$ cat config.mk
export PLATFORM = sky130hd
export DESIGN_NAME = axil_regbank_slv
export DESIGN_NICKNAME = d
export VERILOG_FILES = /design/src/rtl/axil_pkg.sv /design/src/rtl/axil_regbank_slv.sv
export SDC_FILE = /design/constraint.sdc
export NUM_CORES = 1
export LEC_CHECK = 0
export CORE_MARGIN = 1.5
export CORE_UTILIZATION = 40
export CTS_BUF_LIST = sky130_fd_sc_hd__clkbuf_8
export DETAILED_ROUTE_END_ITERATION = 16
export PLACE_DENSITY = 0.65
export SYNTH_ARGS = -nofsm -noshare
export SYNTH_HDL_FRONTEND = slang
export SYNTH_SLANG_ARGS = --single-unit
$ cat constraint.sdc
create_clock -name clk -period 44.3 [get_ports clk]
set_input_delay 8.86 -clock clk [delete_from_list [all_inputs] [get_ports clk]]
set_output_delay 8.86 -clock clk [all_outputs]
set_load 0.05 [all_outputs]
$ cat src/rtl/axil_pkg.sv
// Shared AXI4-Lite definitions: response codes, FSM state types, byte-strobe merge.
package axil_pkg;

  localparam logic [1:0] AXI_RESP_OKAY   = 2'b00;
  localparam logic [1:0] AXI_RESP_SLVERR = 2'b10;

  typedef enum logic {W_IDLE, W_RESP} wr_state_t;
  typedef enum logic {R_IDLE, R_DATA} rd_state_t;

  // Replace each byte of old_v whose strobe bit is set with the matching byte of new_v.
  function automatic logic [31:0] strb_merge(input logic [31:0] old_v,
                                             input logic [31:0] new_v,
                                             input logic [3:0]  strb);
    logic [31:0] res;
    for (int i = 0; i < 4; i++) begin
      res[8*i +: 8] = strb[i] ? new_v[8*i +: 8] : old_v[8*i +: 8];
    end
    return res;
  endfunction

endpackage

$ cat src/rtl/axil_regbank_slv.sv
// AXI4-Lite slave register bank: NUM_REGS x 32-bit registers with byte strobes,
// independent write and read channel FSMs, all AXI outputs registered.
module axil_regbank_slv
  import axil_pkg::*;
#(
  parameter int ADDR_W   = 16,
  parameter int NUM_REGS = 16
) (
  input  logic                    clk,
  input  logic                    rst,
  input  logic [ADDR_W-1:0]       s_axi_awaddr,
  input  logic                    s_axi_awvalid,
  output logic                    s_axi_awready,
  input  logic [31:0]             s_axi_wdata,
  input  logic [3:0]              s_axi_wstrb,
  input  logic                    s_axi_wvalid,
  output logic                    s_axi_wready,
  output logic [1:0]              s_axi_bresp,
  output logic                    s_axi_bvalid,
  input  logic                    s_axi_bready,
  input  logic [ADDR_W-1:0]       s_axi_araddr,
  input  logic                    s_axi_arvalid,
  output logic                    s_axi_arready,
  output logic [31:0]             s_axi_rdata,
  output logic [1:0]              s_axi_rresp,
  output logic                    s_axi_rvalid,
  input  logic                    s_axi_rready,
  output logic [32*NUM_REGS-1:0]  regs_o,
  output logic [NUM_REGS-1:0]     wr_pulse_o
);

  localparam int IDX_W = ADDR_W - 2;

  // Byte-offset bits never select anything; they are deliberately dropped.
  logic addr_lsb_unused;
  assign addr_lsb_unused = ^{s_axi_awaddr[1:0], s_axi_araddr[1:0]};

  // ---------------------------------------------------------------- write side
  wr_state_t        w_state_q, w_state_d;
  logic             aw_held_q, aw_held_d, w_held_q, w_held_d;
  logic [IDX_W-1:0] aw_idx_q, aw_idx_d;
  logic [31:0]      wdata_q, wdata_d;
  logic [3:0]       wstrb_q, wstrb_d;
  logic             awready_q, awready_d, wready_q, wready_d;
  logic             bvalid_q, bvalid_d;
  logic [1:0]       bresp_q, bresp_d;

  logic             aw_fire, w_fire, commit, b_done, cm_hit;
  logic [IDX_W-1:0] cm_idx;
  logic [31:0]      cm_data;
  logic [3:0]       cm_strb;

  logic [31:0]         regs_q [NUM_REGS];
  logic [NUM_REGS-1:0] wr_pulse_q;

  // Handshake decode and selection of the address/data that a commit uses (held or live).
  always_comb begin
    aw_fire = s_axi_awvalid && awready_q;
    w_fire  = s_axi_wvalid && wready_q;
    commit  = (w_state_q == W_IDLE) && (aw_held_q || aw_fire) && (w_held_q || w_fire);
    b_done  = (w_state_q == W_RESP) && s_axi_bready;
    cm_idx  = aw_held_q ? aw_idx_q : s_axi_awaddr[ADDR_W-1:2];
    cm_data = w_held_q ? wdata_q : s_axi_wdata;
    cm_strb = w_held_q ? wstrb_q : s_axi_wstrb;
    cm_hit  = 1'b0;
    for (int k = 0; k < NUM_REGS; k++) begin
      if (cm_idx == IDX_W'(k)) cm_hit = 1'b1;
    end
  end

  // Write FSM state register plus captured AW/W and registered write-channel outputs.
  // NOTE: sequential state uses non-blocking (<=) so every flop samples pre-edge values.
  always_ff @(posedge clk or posedge rst) begin
    if (rst) begin
      w_state_q <= W_IDLE;
      aw_held_q <= 1'b0;
      w_held_q  <= 1'b0;
      aw_idx_q  <= '0;
      wdata_q   <= '0;
      wstrb_q   <= '0;
      awready_q <= 1'b1;
      wready_q  <= 1'b1;
      bvalid_q  <= 1'b0;
      bresp_q   <= AXI_RESP_OKAY;
    end else begin
      w_state_q <= w_state_d;
      aw_held_q <= aw_held_d;
      w_held_q  <= w_held_d;
      aw_idx_q  <= aw_idx_d;
      wdata_q   <= wdata_d;
      wstrb_q   <= wstrb_d;
      awready_q <= awready_d;
      wready_q  <= wready_d;
      bvalid_q  <= bvalid_d;
      bresp_q   <= bresp_d;
    end
  end

  // Write FSM next state: commit moves to response, B handshake returns to idle.
  always_comb begin
    w_state_d = w_state_q;
    case (w_state_q)
      W_IDLE:  if (commit) w_state_d = W_RESP;
      W_RESP:  if (b_done) w_state_d = W_IDLE;
      default: w_state_d = W_IDLE;
    endcase
  end

  // Write FSM outputs: capture AW/W independently, raise B on commit, reopen on B handshake.
  // NOTE: every signal gets a hold default first so no path leaves it unassigned (no latch).
  always_comb begin
    aw_held_d = aw_held_q;
    w_held_d  = w_held_q;
    aw_idx_d  = aw_idx_q;
    wdata_d   = wdata_q;
    wstrb_d   = wstrb_q;
    awready_d = awready_q;
    wready_d  = wready_q;
    bvalid_d  = bvalid_q;
    bresp_d   = bresp_q;
    if (commit) begin
      aw_held_d = 1'b0;
      w_held_d  = 1'b0;
      awready_d = 1'b0;
      wready_d  = 1'b0;
      bvalid_d  = 1'b1;
      bresp_d   = cm_hit ? AXI_RESP_OKAY : AXI_RESP_SLVERR;
    end else if (b_done) begin
      awready_d = 1'b1;
      wready_d  = 1'b1;
      bvalid_d  = 1'b0;
    end else begin
      if (aw_fire) begin
        aw_held_d = 1'b1;
        aw_idx_d  = s_axi_awaddr[ADDR_W-1:2];
        awready_d = 1'b0;
      end
      if (w_fire) begin
        w_held_d = 1'b1;
        wdata_d  = s_axi_wdata;
        wstrb_d  = s_axi_wstrb;
        wready_d = 1'b0;
      end
    end
  end

  // Register array and per-register write pulse; out-of-range commits touch nothing.
  // NOTE: the array is reset because its contents are visible on regs_o straight out of reset.
  always_ff @(posedge clk or posedge rst) begin
    if (rst) begin
      for (int k = 0; k < NUM_REGS; k++) regs_q[k] <= '0;
      wr_pulse_q <= '0;
    end else begin
      for (int k = 0; k < NUM_REGS; k++) begin
        wr_pulse_q[k] <= commit && (cm_idx == IDX_W'(k));
        if (commit && (cm_idx == IDX_W'(k))) begin
          regs_q[k] <= strb_merge(regs_q[k], cm_data, cm_strb);
        end
      end
    end
  end

  // ----------------------------------------------------------------- read side
  rd_state_t        r_state_q, r_state_d;
  logic             arready_q, arready_d, rvalid_q, rvalid_d;
  logic [31:0]      rdata_q, rdata_d;
  logic [1:0]       rresp_q, rresp_d;
  logic             ar_fire, r_done, rd_hit;
  logic [IDX_W-1:0] ar_idx;
  logic [31:0]      rd_mux;

  // Read handshake decode and register lookup (array value before any same-edge write).
  always_comb begin
    ar_fire = s_axi_arvalid && arready_q;
    r_done  = (r_state_q == R_DATA) && s_axi_rready;
    ar_idx  = s_axi_araddr[ADDR_W-1:2];
    rd_hit  = 1'b0;
    rd_mux  = '0;
    for (int k = 0; k < NUM_REGS; k++) begin
      if (ar_idx == IDX_W'(k)) begin
        rd_hit = 1'b1;
        rd_mux = regs_q[k];
      end
    end
  end

  // Read FSM state register and registered read-channel outputs.
  always_ff @(posedge clk or posedge rst) begin
    if (rst) begin
      r_state_q <= R_IDLE;
      arready_q <= 1'b1;
      rvalid_q  <= 1'b0;
      rdata_q   <= '0;
      rresp_q   <= AXI_RESP_OKAY;
    end else begin
      r_state_q <= r_state_d;
      arready_q <= arready_d;
      rvalid_q  <= rvalid_d;
      rdata_q   <= rdata_d;
      rresp_q   <= rresp_d;
    end
  end

  // Read FSM next state: AR handshake to data phase, R handshake back to idle.
  always_comb begin
    r_state_d = r_state_q;
    case (r_state_q)
      R_IDLE:  if (ar_fire) r_state_d = R_DATA;
      R_DATA:  if (r_done) r_state_d = R_IDLE;
      default: r_state_d = R_IDLE;
    endcase
  end

  // Read FSM outputs: load data/response on AR handshake, hold them until R handshake.
  always_comb begin
    arready_d = arready_q;
    rvalid_d  = rvalid_q;
    rdata_d   = rdata_q;
    rresp_d   = rresp_q;
    if (ar_fire) begin
      arready_d = 1'b0;
      rvalid_d  = 1'b1;
      rdata_d   = rd_mux;
      rresp_d   = rd_hit ? AXI_RESP_OKAY : AXI_RESP_SLVERR;
    end else if (r_done) begin
      arready_d = 1'b1;
      rvalid_d  = 1'b0;
    end
  end

  // ------------------------------------------------------------------- outputs
  assign s_axi_awready = awready_q;
  assign s_axi_wready  = wready_q;
  assign s_axi_bvalid  = bvalid_q;
  assign s_axi_bresp   = bresp_q;
  assign s_axi_arready = arready_q;
  assign s_axi_rvalid  = rvalid_q;
  assign s_axi_rdata   = rdata_q;
  assign s_axi_rresp   = rresp_q;
  assign wr_pulse_o    = wr_pulse_q;

  for (genvar k = 0; k < NUM_REGS; k++) begin : g_regs_o
    assign regs_o[32*k +: 32] = regs_q[k];
  end

endmodule

-- After elaboration in Yosys (flattened, before gate mapping)
Cells that the tools add are included.
- register bits: 623
- output and inout port bits: 569
- word-level logic and storage cells: 293
- equal/unequal tests: 31
- muxes and demuxes: 77
- bitwise operators: 4
- reduce and logical (&&, ||, !) cells: 101
- operators by type and width (cell ; count):
    $mux 32 ; 17
    $eq 14x4->1 const B ; 16
    $reduce_and 2->1 ; 66
    $eq 14x3->1 const B ; 8
    $eq 14x2->1 const B ; 4
    $mux 1 ; 54
    $eq 14x1->1 const B ; 2
    $logic_not 14->1 ; 2
    $logic_and 1x1->1 ; 23
    $mux 14 ; 1
    $reduce_bool 2->1 ; 4
    $reduce_and 3->1 ; 2
    $reduce_bool 3->1 ; 2
    $mux 2 ; 2
    $mux 4 ; 1
    $not 1->1 ; 4
    $pmux 1 s2 ; 2
    $logic_or 1x1->1 ; 2
    $ne 2x2->1 const B ; 1

-- Depth between registers and ports, before layout
- depth after elaboration: 19
- gate-level depth with buffers: 11

-- Least setup slack after synthesis
No wires, ideal clock.
- path kind: in2reg
- from: input port s_axi_araddr[13]
- to: register rdata_q[1], in the netlist s_axi_rdata[1]
- arrival time: 10679 ps
- data required time: 44174 ps
- setup slack: 33495 ps
- cell stages on the path: 9
- buffers on the path: 3
- path through: or4_1 buf_2 buf_6 nor4_4 buf_6 o21ai_1 nand3_1 o211ai_1 a221o_1
- longest elaborated chain between the ends: 17
- elaborated cells between the ends (all ways): 32
- those cells by class: eq/ne (15); mux (16); reduce/logical (1)
- RTL lines (element ; line ; RTL):
    start, declared ; axil_regbank_slv.sv:21 ; input logic [ADDR_W-1:0] s_axi_araddr,
    $logic_not 14->1 ; axil_regbank_slv.sv:180 ; if (ar_idx == IDX_W'(k)) begin
    $mux 32 (15 in series) ; axil_regbank_slv.sv:180 ;
    $mux 32 * ; axil_regbank_slv.sv:180 ;
    end signal, assigned ; axil_regbank_slv.sv:199 ; rdata_q <= rdata_d;
    end, declared ; axil_regbank_slv.sv:166 ; logic [31:0] rdata_q, rdata_d;
Mark *: on every way between the ends. The rest lies on a longest branch, timed or not.
A chain may end at the register's enable or synchronous reset.

-- Worst setup path after layout
- from: input port s_axi_araddr[7]
- to: register rdata_q[9], in the netlist s_axi_rdata[9]
The elaborated chain is that of the path after synthesis.

==> reports/metrics.cfg <==
[yosys]
synth_area_leader_cell = dfrtp_1
synth-compound-area-share_pct = 11.4
yosysWarnings = 0
synth.avg_cell_area_um2 = 12.2
synth.top_cell.area_share_pct = 51.5
async_flop_share_pct = 100
muxShareOfSynthArea_pct = 24.7
ys_seq_area_share_pct = 51.8
synth_flop_cell = dfrtp_1
yosysUniqueCellTypes = 83
ys_ff_latch = 621
yosys.area_share.xor_xnor_pct = 0
synth_top_family_by_area = multiplexers
synth_edf_count = 0
synthAdderAreaFrac_pct = 0
synth_area_mm2 = 0.0300
synthTopCellsByArea = dfrtp_1, mux2_2, o21ai_0, a21oi_1, nand2_1
synthSimpleGateAreaFrac_pct = 9.37
syn_inst = 2452

[cts]
cts_tree = yes
htreeDepth = 3
cts.path.max_buffers = 3
cts_resized = 0
clock_latency_ns = 0.76
postCtsHoldBufs = 0
cts_buffers = 108
cts.sinks = 621
post_cts_buffers = 0
clk_pin_slew_ns = 0.06
cts_root_buffer = clkbuf_8

[timing]
finalCritPeriodShare_pct = 29.1
hold_viol_final = 0
setup_tns_ns = 0
fin_skew_ns = 0.0347
finalSetupViolCount = 0
min_period_ns = 12.89
maxSlewViolCount = 0
rsz0062_at_grt = no
fmax_ghz = 0.0776
whs_ns = 0.480
worstMarginPinSlew_ns = 1.35
max_slew_margin_pct = 9.34

[worst_setup_path]
required_ns = 44.92
worstPathMaxFanout = 37
crit_path_start_kind = input pin
critPathMaxStageDelay_ns = 1.03
rrSetupSlack_ns = 40.68
slowest_stage = nor2_1
crit_type = input pin to register
crit_path_start = s_axi_araddr[7]
crit_chain = clkdlybuf4s50_1 -> nor4_4 -> buf_4 -> nand2_1 -> buf_4 -> nor2_1 -> nor2_1 -> o21ai_0 -> o21ai_1
r2r_cells = 7
crit_path_end = s_axi_rdata[9]
reg2reg_to = regs_o[103]
end_kind = register
regToRegStartpoint = aw_held_q
cp.arrival_ns = 13.51

[final_layout]
final_common_cell = clkdlybuf4s50_1
final_cells = 4165
finish.instance_area_mm2 = 0.0397
layout_common_cells = clkdlybuf4s50_1, dfrtp_1, mux2_2, clkbuf_8, o21ai_0
final_layout_size_suffix_gt1_share_pct = 29.9
area_growth_pct = 32.4
layout.nets = 3177

[job]
cap_violations = 0

[floorplanning]
start_util_pct = 40.4
die_w_um = 277
core_mm2 = 0.0743
die_y_um = 277
die-area_mm2 = 0.0767
io_pins = 644
row_count = 100

[power_and_ir_drop]
pwr_density_cell_mw_per_mm2 = 29.9
peakVddDrop_uv = 23.9
p_leak_nw = 17.7

[grt]
grt_pass1_vias = 26700
gr-usage-all-layers_pct = 36.4
antenna_found_initial = 6
grt_start_max_net_pins = 169
grt-ovfl-total = 0
grt_pass1_wl_mm = 200

[route]
ant_nets = 0
wl_mm = 142
drc = 0
drtIter0Drc = 2460
vias = 25800
viasPerCell = 6.18
dr.pass1.iters = 7
wl_per_cell_um = 34.1

[placed_design]
hpwl_mm = 103
gp_congestion = 0.929
io_buffers = 637
dp.cells = 3961
placed_cell_area_mm2 = 0.0374

[min_path]
hold_path.class = register to register

[run_status]
status = complete, no violations

[final cells by class]
| cell class | count | area [um2] |
|---|---|---|
| diodes | 5 | 12.5 |
| inverters | 16 | 67.6 |
| multi-input cells | 1647 | 13700 |
| clock buffers | 136 | 1870 |
| fillers | 6499 | 34600 |
| well taps | 969 | 1210 |
| flip-flops and latches | 621 | 15500 |
| clock inverters | 63 | 403 |
| repair buffers | 708 | 6920 |
[sequential cells by signal, indices dropped and copies added, names as in the netlist]
name	count
s_axi_bresp	1
aw_idx_q	14
wstrb_q	4
wr_pulse_o	16
s_axi_arready	1
s_axi_rvalid	1
aw_held_q	1
regs_o	512
s_axi_bvalid	1
s_axi_wready	1
wdata_q	32
s_axi_awready	1
s_axi_rdata	32
w_held_q	1
r_state_q	1
s_axi_rresp	1
w_state_q	1
[metrics by stage]
stage / util [%] / power [mW] / worst slack [ns]
6_report: 53.5 / 1.19 / 31.41
5_1_grt: 53.5 / 1.22 / 30.80
4_1_cts: 53.4 / 1.19 / 31.34
3_5_place_dp: 50.4 / 0.641 / 30.52
3_3_place_gp: 50.4 / 0.641 / 30.62
2_1_floorplan: - / 0.611 / 18.05
[worst min path at each step]
stage / cells past startpoint / start / endpoint / slack [ns]
floorplan: 1 / r_state_q / r_state_q / 0.45
CTS: 1 / r_state_q / r_state_q / 0.48
global route: 1 / r_state_q / r_state_q / 0.51
finish: 1 / r_state_q / r_state_q / 0.48
global placement: 1 / r_state_q / r_state_q / 0.46
detailed placement: 2 / s_axi_bresp[1] / s_axi_bresp[1] / 0.47
[Yosys cell counts (8+ instances only)]
library cell / n
a221oi_1: 13
buf_2: 53
nor2_1: 93
o21ai_0: 132
nand4_1: 11
o211ai_1: 27
buf_1: 10
o31a_1: 8
a31oi_1: 15
a211oi_1: 23
nor3_1: 32
nand3_1: 48
a2bb2oi_1: 12
mux2_2: 607
a22oi_1: 29
inv_1: 15
nor3_4: 25
nor4_1: 24
a22o_1: 13
buf_4: 8
a21o_1: 8
o22ai_1: 22
nor3_2: 27
clkbuf_1: 93
o21a_1: 11
mux2i_1: 43
o221ai_1: 18
nand2b_1: 23
nor2b_1: 10
dfrtp_1: 618
a21oi_1: 119
nand2_1: 117
[metal layers]
metal / up-vias / share of wire (%) / global-route usage, % / wire length (um)
met5: - / 0 / 0 / 0
met4: 0 / 6.6 / 20.9 / 9360
met2: 1571 / 47 / 60.0 / 67500
met3: 430 / 9.9 / 11.0 / 14100
met1: 13300 / 36 / 42.1 / 51200
li1: 10500 / - / - / -
[where the power goes]
part           switching, mW  internal, mW
Combinational         0.0496        0.0149
Clock                  0.254         0.300
Sequential                 0         0.567
[cell families (layout without fill, tap and decap cells)]
group | Yosys count | in the layout
DFF | 621 | 621
other | 1 | 7
AOI/OAI and AO/OA | 521 | 521
muxes | 657 | 657
and+or+nand+nor | 467 | 467
buffers and inverters | 185 | 923
[critical path, delay by kind of cell]
kind,cells,cell delay (ns)
buffers and inverters,3,1.44
AOI/OAI and AO/OA,2,0.28
and+or+nand+nor,4,2.89
Note: power is estimated with default switching activity, not from simulation.
